==> config.mk <==
export PLATFORM = sky130hd
export DESIGN_NAME = rf_op_sequencer
export DESIGN_NICKNAME = d
export VERILOG_FILES = /design/src/rtl/rf_seq_pkg.sv /design/src/rtl/rf_op_sequencer_idx_decode.sv /design/src/rtl/rf_op_sequencer.sv
export SDC_FILE = /design/constraint.sdc
export NUM_CORES = 1
export LEC_CHECK = 0
export ABC_AREA = 1
export BUFFER_PORTS_ARGS = -buffer_cell sky130_fd_sc_hd__clkbuf_2
export CAP_MARGIN = 20
export CORE_UTILIZATION = 50
export DETAILED_ROUTE_END_ITERATION = 8
export PLACE_DENSITY = 0.83
export SLEW_MARGIN = 40
export SYNTH_ARGS = -nofsm -noshare
export SYNTH_HDL_FRONTEND = slang
export SYNTH_SLANG_ARGS = --single-unit
==> constraint.sdc <==
create_clock -name clk -period 3 [get_ports clk]
set_input_delay 0.6 -clock clk [delete_from_list [all_inputs] [get_ports clk]]
set_output_delay 0.6 -clock clk [all_outputs]
set_load 0.01 [all_outputs]
==> src/rtl/rf_seq_pkg.sv <==
// Shared constants and state type for the register-file op sequencer.
package rf_seq_pkg;

   localparam logic [2:0] OP_NOP = 3'b000;
   localparam logic [2:0] OP_CLR = 3'b001;
   localparam logic [2:0] OP_LD  = 3'b010;
   localparam logic [2:0] OP_MOV = 3'b011;
   localparam logic [2:0] OP_INC = 3'b100;
   localparam logic [2:0] OP_DEC = 3'b101;
   localparam logic [2:0] OP_SWP = 3'b110;
   localparam logic [2:0] OP_ILL = 3'b111;

   localparam logic [1:0] FS_CLR = 2'b00;
   localparam logic [1:0] FS_LD  = 2'b01;
   localparam logic [1:0] FS_DEC = 2'b10;
   localparam logic [1:0] FS_INC = 2'b11;

   localparam logic [2:0] SCRATCH_DEFAULT = 3'b011;

   typedef enum logic [2:0] {
      S_IDLE,
      S_EXEC,
      S_SWP1,
      S_SWP2,
      S_SWP3,
      S_FAULT
   } state_t;

endpackage

==> src/rtl/rf_op_sequencer_idx_decode.sv <==
// Maps a 3-bit register index onto the file's one-hot RSel/TSel pair (MSB = R1/T1).
module rf_idx_decode (
   input  logic       en,
   input  logic [2:0] idx,
   output logic [3:0] rsel,
   output logic [3:0] tsel
);

   always_comb begin
      rsel = '0;
      tsel = '0;
      if (en) begin
         if (idx[2]) rsel = 4'b1000 >> idx[1:0];
         else        tsel = 4'b1000 >> idx[1:0];
      end
   end

endmodule

==> src/rtl/rf_op_sequencer.sv <==
// Command-driven sequencer: turns clear/load/move/inc/dec/swap commands into
// register-file control steps; the only writer of the file.
module rf_op_sequencer
   import rf_seq_pkg::*;
#(
   parameter int unsigned WIDTH   = 8,
   parameter logic [2:0]  SCRATCH = SCRATCH_DEFAULT
) (
   input  logic             clk,
   input  logic             rst_n,
   input  logic             cmd_valid,
   output logic             cmd_ready,
   input  logic [2:0]       cmd_op,
   input  logic [2:0]       cmd_dst,
   input  logic [2:0]       cmd_src,
   input  logic [WIDTH-1:0] cmd_data,
   output logic             done,
   output logic             err,
   output logic             busy,
   input  logic [2:0]       rd_sel,
   input  logic [WIDTH-1:0] rf_o1,
   output logic [WIDTH-1:0] rf_i,
   output logic [2:0]       rf_o1sel,
   output logic [2:0]       rf_o2sel,
   output logic [1:0]       rf_funsel,
   output logic [3:0]       rf_rsel,
   output logic [3:0]       rf_tsel
);

   state_t           state, state_nx;
   logic [2:0]       op_q, dst_q, src_q;
   logic [WIDTH-1:0] data_q;
   logic             wr_en, use_o1, use_data;
   logic [2:0]       wr_idx;

   always_ff @(posedge clk or negedge rst_n) begin
      if (!rst_n) begin
         state  <= S_IDLE;
         op_q   <= '0;
         dst_q  <= '0;
         src_q  <= '0;
         data_q <= '0;
      end else begin
         state <= state_nx;
         if (cmd_valid && cmd_ready) begin
            op_q   <= cmd_op;
            dst_q  <= cmd_dst;
            src_q  <= cmd_src;
            data_q <= cmd_data;
         end
      end
   end

   always_comb begin
      state_nx  = state;
      cmd_ready = 1'b0;
      busy      = 1'b1;
      done      = 1'b0;
      err       = 1'b0;
      wr_en     = 1'b0;
      wr_idx    = dst_q;
      rf_funsel = FS_CLR;
      rf_o1sel  = '0;
      use_o1    = 1'b0;
      use_data  = 1'b0;
      case (state)
         S_IDLE: begin
            cmd_ready = 1'b1;
            busy      = 1'b0;
            if (cmd_valid) begin
               // Swaps touching the scratch register would corrupt an operand.
               if (cmd_op == OP_ILL ||
                   (cmd_op == OP_SWP && (cmd_dst == SCRATCH || cmd_src == SCRATCH)))
                  state_nx = S_FAULT;
               else if (cmd_op == OP_SWP)
                  state_nx = S_SWP1;
               else
                  state_nx = S_EXEC;
            end
         end
         S_EXEC: begin
            done     = 1'b1;
            state_nx = S_IDLE;
            case (op_q)
               OP_CLR: begin wr_en = 1'b1; rf_funsel = FS_CLR; end
               OP_LD:  begin wr_en = 1'b1; rf_funsel = FS_LD; use_data = 1'b1; end
               OP_MOV: begin
                  wr_en     = 1'b1;
                  rf_funsel = FS_LD;
                  rf_o1sel  = src_q;
                  use_o1    = 1'b1;
               end
               OP_INC: begin wr_en = 1'b1; rf_funsel = FS_INC; end
               OP_DEC: begin wr_en = 1'b1; rf_funsel = FS_DEC; end
               default: ;
            endcase
         end
         S_SWP1: begin
            wr_en = 1'b1; wr_idx = SCRATCH; rf_funsel = FS_LD;
            rf_o1sel = dst_q; use_o1 = 1'b1; state_nx = S_SWP2;
         end
         S_SWP2: begin
            wr_en = 1'b1; wr_idx = dst_q; rf_funsel = FS_LD;
            rf_o1sel = src_q; use_o1 = 1'b1; state_nx = S_SWP3;
         end
         S_SWP3: begin
            wr_en = 1'b1; wr_idx = src_q; rf_funsel = FS_LD;
            rf_o1sel = SCRATCH; use_o1 = 1'b1; done = 1'b1; state_nx = S_IDLE;
         end
         S_FAULT: begin
            err      = 1'b1;
            state_nx = S_IDLE;
         end
         default: state_nx = S_IDLE;
      endcase
   end

   assign rf_i     = use_o1 ? rf_o1 : (use_data ? data_q : '0);
   assign rf_o2sel = rd_sel;

   rf_idx_decode u_idx_decode (
      .en   (wr_en),
      .idx  (wr_idx),
      .rsel (rf_rsel),
      .tsel (rf_tsel)
   );

endmodule
Yosys cells after proc, flatten, opt, wreduce, memory -nomap -nowiden
Index checks and enable logic that the tools add are counted.
{ "word_totals": {"output_inout_bits": 28, "in_bits": 31, "wordCells": 55, "reg_bits": 20} }
{ "op_classes": {"shift": 1, "mux": 25, "reduce_logical": 9, "n_eq_ne": 15} }
{ "ops": {"columns": ["op", "n"], "rows": [
  ["equality test 3 x 2 -> 1 bit, second input constant", 6],
  ["equality test 3 bit, second input constant", 6],
  ["two-way mux 4 bit", 4],
  ["two-way mux 8 bit", 2],
  ["one-hot mux 3 bit (4 select lines)", 1],
  ["two-way mux 3 bit", 3],
  ["one-hot mux 3 bit (3 select lines)", 1],
  ["two-way mux 1 bit", 8],
  ["equality test 3 x 1 -> 1 bit, second input constant", 2],
  ["one-hot mux 2 bit (3 select lines)", 1],
  ["one-hot mux 3 bit (2 select lines)", 1],
  ["OR reduction 5 bit", 1],
  ["one-hot mux 1 bit (2 select lines)", 2],
  ["one-hot mux 2 bit (2 select lines)", 1],
  ["OR reduction 2 bit", 2],
  [">> shifter 4 x 2 -> 4 bit, first input constant", 1],
  ["zero test 3 bit", 1],
  ["OR reduction 3 bit", 1],
  ["logical AND 1 bit", 2],
  ["logical OR 1 bit", 2],
  ["two-way mux 2 bit", 1],
  ["!= test 2 bit, second input constant", 1]
]} }

Depth between registers and ports, before layout
{ "logic_depth": {"ltp_word": 7, "depth_mapped": 8, "depth_no_buf": 8} }

Modules after synthesis
Synthesis repeated with hierarchy kept, for this count alone.
{ "hier_totals": {"cells_unflattened": 183, "area_unflattened_um2": 1270.0} }
{ "modules_own_cells": {"columns": ["mod", "cells_per_inst", "instances", "seq_area_each_um2", "area_each_um2"], "rows": [
  ["rf_op_sequencer", 166, 1, 500.5, 1206.2],
  ["rf_idx_decode", 17, 1, 0.0, 63.8]
]} }

Least setup slack after synthesis
No wires, ideal clock.
{ "synth_path": {"path_kind": "reg2out", "from": "register op_q[1]", "to": "output rf_tsel[0]", "slack_ns": 1.197, "path_stages_with_launch": 8, "n_path_buf": 0, "required_time_ns": 2.400, "arrival_ns": 1.203, "cell_sequence": "dfrtp_1 > inv_1 > ha_1 > nand2_1 > nand2_1 > nand2_1 > nand3_2 > nor2_1"} }
{ "synth_between": {"elab_chain_len": 5, "elab_cells_between_ends": 9, "cone_classes": "5 x eq/ne; 3 x mux; 1 x reduce/logical"} }
{ "synth_rtl": {"columns": ["item", "line_no", "text"], "rows": [
  ["from (decl)", "rf_op_sequencer.sv:31", "logic [2:0] op_q, dst_q, src_q;"],
  ["from (signal assigned)", "rf_op_sequencer.sv:46", "op_q <= cmd_op;"],
  ["equality test 3 x 2 -> 1 bit (tied with other cells)", "rf_op_sequencer.sv:84", "case (op_q)"],
  ["OR reduction 5 bit (no line) *", null, null],
  ["two-way mux 1 bit *", "rf_op_sequencer.sv:84", null],
  ["one-hot mux 1 bit (2 select lines) *", "rf_op_sequencer.sv:66", "case (state)"],
  ["two-way mux 4 bit *", "rf_op_sequencer_idx_decode.sv:12", "if (en) begin"],
  ["to (decl)", "rf_op_sequencer.sv:27", "output logic [3:0] rf_tsel"]
]} }
Mark *: on every way between the ends. The rest lies on a longest branch, timed or not.

Final worst setup path
{ "layout_path": {"from": "register state[1]", "to": "output rf_i[4]"} }
{ "layout_between": {"elab_chain_len": 4, "elab_cells_between_ends": 9, "cone_classes": "4 x eq/ne; 4 x mux; 1 x reduce/logical"} }
{ "layout_rtl": {"columns": ["item", "line_no", "text"], "rows": [
  ["from (decl)", "rf_op_sequencer.sv:30", "state_t state, state_nx;"],
  ["from (signal assigned)", "rf_op_sequencer.sv:44", "state <= state_nx;"],
  ["equality test 3 x 2 -> 1 bit (tied with other cells)", "rf_op_sequencer.sv:66", null],
  ["OR reduction 3 bit (no line) or two-way mux 1 bit (tied branches)", null, null],
  ["one-hot mux 1 bit (2 select lines) or two-way mux 8 bit (tied branches)", "rf_op_sequencer.sv:66, rf_op_sequencer.sv:118", null],
  ["two-way mux 8 bit *", "rf_op_sequencer.sv:118", "assign rf_i = use_o1 ? rf_o1 : (use_data ? data_q : '0);"],
  ["to (decl)", "rf_op_sequencer.sv:22", "output logic [WIDTH-1:0] rf_i,"]
]} }
Marks and branches as above.

==> results_dict.tcl <==
set metrics [dict create \
    syn_avg_cell_area_um2 6.869 \
    final_common_cell "nand2_1" \
    grt_pass1_wl_um 4802 \
    yosysUniqueCellTypes 26 \
    clock_skew_ns 0.002579 \
    rsz0062_at_grt "false" \
    track_usage_pct 23.39 \
    cpPeakStageDelay_ns 0.42 \
    netlist_area_um2 1333 \
    critPathTopFamily "simple AND/OR/NAND/NOR gates" \
    seqPwrFrac_pct 35.5 \
    setup_tns_ns 0 \
    row_count 18 \
    clock_latency_ns 0.29 \
    setup_viol 0 \
    gp_congestion 0.8537 \
    synth-seq-cells 20 \
    ir_worst_vdd_mv 0.5113 \
    maxSlewViolCount 0 \
    dpl.hpwl_um 2303 \
    fin_cells 271 \
    start_util_pct 53.30 \
    synthArstFlopShare_pct 100.0 \
    holdBufCountCts 0 \
    p_per_area_nw_per_um2 867.7 \
    multiInputGateArea_um2 708.2 \
    reg2reg_depth 6 \
    crit_required_ns 2.40 \
    wl_per_cell_um 10.85 \
    fin_crit_ns 2.462 \
    postRouteAntennaNets 0 \
    crit_path_start "state[1]" \
    fp.dieArea_um2 2876 \
    post_cts_buffers 0 \
    relSlewSlack_pct 66.07 \
    critPathKind "register to output pin" \
    worstPathArrival_ns 1.86 \
    synth_seq_area_share_pct 37.56 \
    num-fill-cells 250 \
    cp-end-kind "output pin" \
    cp_slowest_cell "dfrtp_1" \
    syn_inst 194 \
    viasPerCell 5.004 \
    min_path_type "primary input to asynchronous set/reset pin" \
    r2r_start "state[0]" \
    cts_tree "yes" \
    portBuffers 52 \
    synth_edf_count 0 \
    drt-initial-drc-count 34 \
    outcome "finished, final reports clean" \
    timing.fmax_mhz 406.1 \
    finalCritPeriodShare_pct 82.08 \
    critPathMaxFanout 12 \
    num_vias 1356 \
    grt.overflow.total 0 \
    seqCellArea_um2 500.5 \
    cts_buffer_depth 2 \
    drtPass1Iterations 4 \
    die_h_um 53.63 \
    dp_cells 268 \
    p_leak_nw 0.9576 \
    most-common-layout-cells "nand2_1 (72), clkbuf_2 (52), nand3_1 (27), dfrtp_1 (20), nor2_1 (19)" \
    crit_top_cell "nand2_1" \
    cts_num_sinks 20 \
    drc 0 \
    crit_end "rf_i[4]" \
    regToRegSetupSlack_ns 1.64 \
    die_w_um 53.63 \
    cts.htree.levels 1 \
    pwr-share-comb_pct 55.6 \
    antenna_cells 0 \
    worst_pin_slew_ns 0.5062 \
    hold_violations 0 \
    cts_root_buffer "clkbuf_4" \
    areaGrowthSynthToFinish_pct 19.44 \
    grt_pass1_vias 1163 \
    path_depth 8 \
    maxCapViolCount 0 \
    ys_warn_count 0 \
    coreArea_um2 2500 \
    drive_gt1_share_pct 29.46 \
    nets 276 \
    crit_buf_inv 2 \
    cp-start-kind "register" \
    p_sw_share_pct 49.20 \
    p_sw_w 0.0006795 \
    numCtsBuffers 3 \
    cts.reportedPaths.clkPinSlew_ns 0.10 \
    crit_chain "inv_1 > nand2_1 > nor2_2 > nand2_1 > nand2_2 > nand2_1 > nand2_1 > clkbuf_2" \
    internal-power_w 0.0007015 \
    syn-num-nets 227 \
    synthFlopType "dfrtp_1" \
    wl_um 2939 \
    cts_resized 0 \
    grt_max_degree 24 \
    timing.rr.end "op_q[1]" \
    clkPwrFrac_pct 9.0 \
    io_pins 59 \
    antenna_found_initial 0 \
]
## cell families after synthesis
logic type               count (synthesis)  synth area share [%]
adder cells (fa/ha/maj)                  2                 1.878
AO/OA/AOI/OAI                           14                 5.727
buffers and inverters                   24                 9.295
AND/OR/NAND/NOR                        134                 45.54
flip-flops                              20                 37.56
## routing by layer
layer	vias up	global-route usage [%]	share of wire, %
li1	710	-	-
met1	595	30.18	49
met2	45	38.13	45
met3	6	4.520	5.3
met4	0	9.649	1.3
met5	-	0	0
## worst min-delay path by stage
stage,startpoint,end,slack [ns],depth (start not counted)
after floorplan,rst_n,data_q[0],0.30,0
after global placement,data_q[5],data_q[5],0.46,2
after detailed placement,data_q[6],data_q[6],0.46,2
after CTS,rst_n,src_q[1],0.26,1
after global routing,rst_n,dst_q[0],0.26,1
final,rst_n,data_q[1],0.25,1
## layout make-up
class / instances / area share (%)
timing repair buffer: 52 / 16.35
sequential: 20 / 31.45
inverter: 16 / 3.931
clock buffer: 3 / 1.415
tap: 30 / 2.358
multi-input combinational: 150 / 44.50
## Yosys cell counts, types with 2 or more instances
cell      number  area share (%)
a21oi_1        7             2.6
buf_4          4             2.3
buf_6          2             1.7
dfrtp_1       20              38
ha_1           2             1.9
inv_1         12             3.4
inv_2          3            0.85
nand2_1       72              20
nand2_2        3             1.4
nand2_4        3             2.5
nand3_1       27              10
nand3b_1       2             1.1
nand4_1        2            0.94
nor2_1        19             5.4
nor2_2         2            0.94
o21ai_0        4             1.5
## state kept, by name (all words and copies together) (netlist names)
register  count
data_q        8
src_q         3
state         3
dst_q         3
op_q          3
## metrics by stage
| stage | hold WS, ns | util [%] | total power [W] | setup WS (ns) | instance area, um2 |
|---|---|---|---|---|---|
| finish | 0.2482 | 63.66 | 0.001381 | 0.5376 | 1592 |
| global route | 0.2569 | 63.66 | 0.001534 | 0.3355 | 1592 |
| CTS | 0.2584 | 63.66 | 0.001388 | 0.5313 | 1592 |
| detailed placement | 0.4590 | 62.76 | 0.001263 | 0.8745 | 1569 |
| global placement | 0.4551 | 62.76 | 0.001246 | 0.9245 | 1569 |
| floorplan | 0.3044 | - | 0.001062 | 1.197 | 1333 |
## power groups by stage
stage                     clock (W)  combinational, W  sequential, W
final                      0.000124          0.000767       0.000490
after global routing       0.000143          0.000881       0.000509
after CTS                  0.000126          0.000773       0.000489
after detailed placement          0          0.000770       0.000493
after global placement            0          0.000755       0.000491
after floorplan                   0          0.000591       0.000471
(Power assumes the default switching activity.)
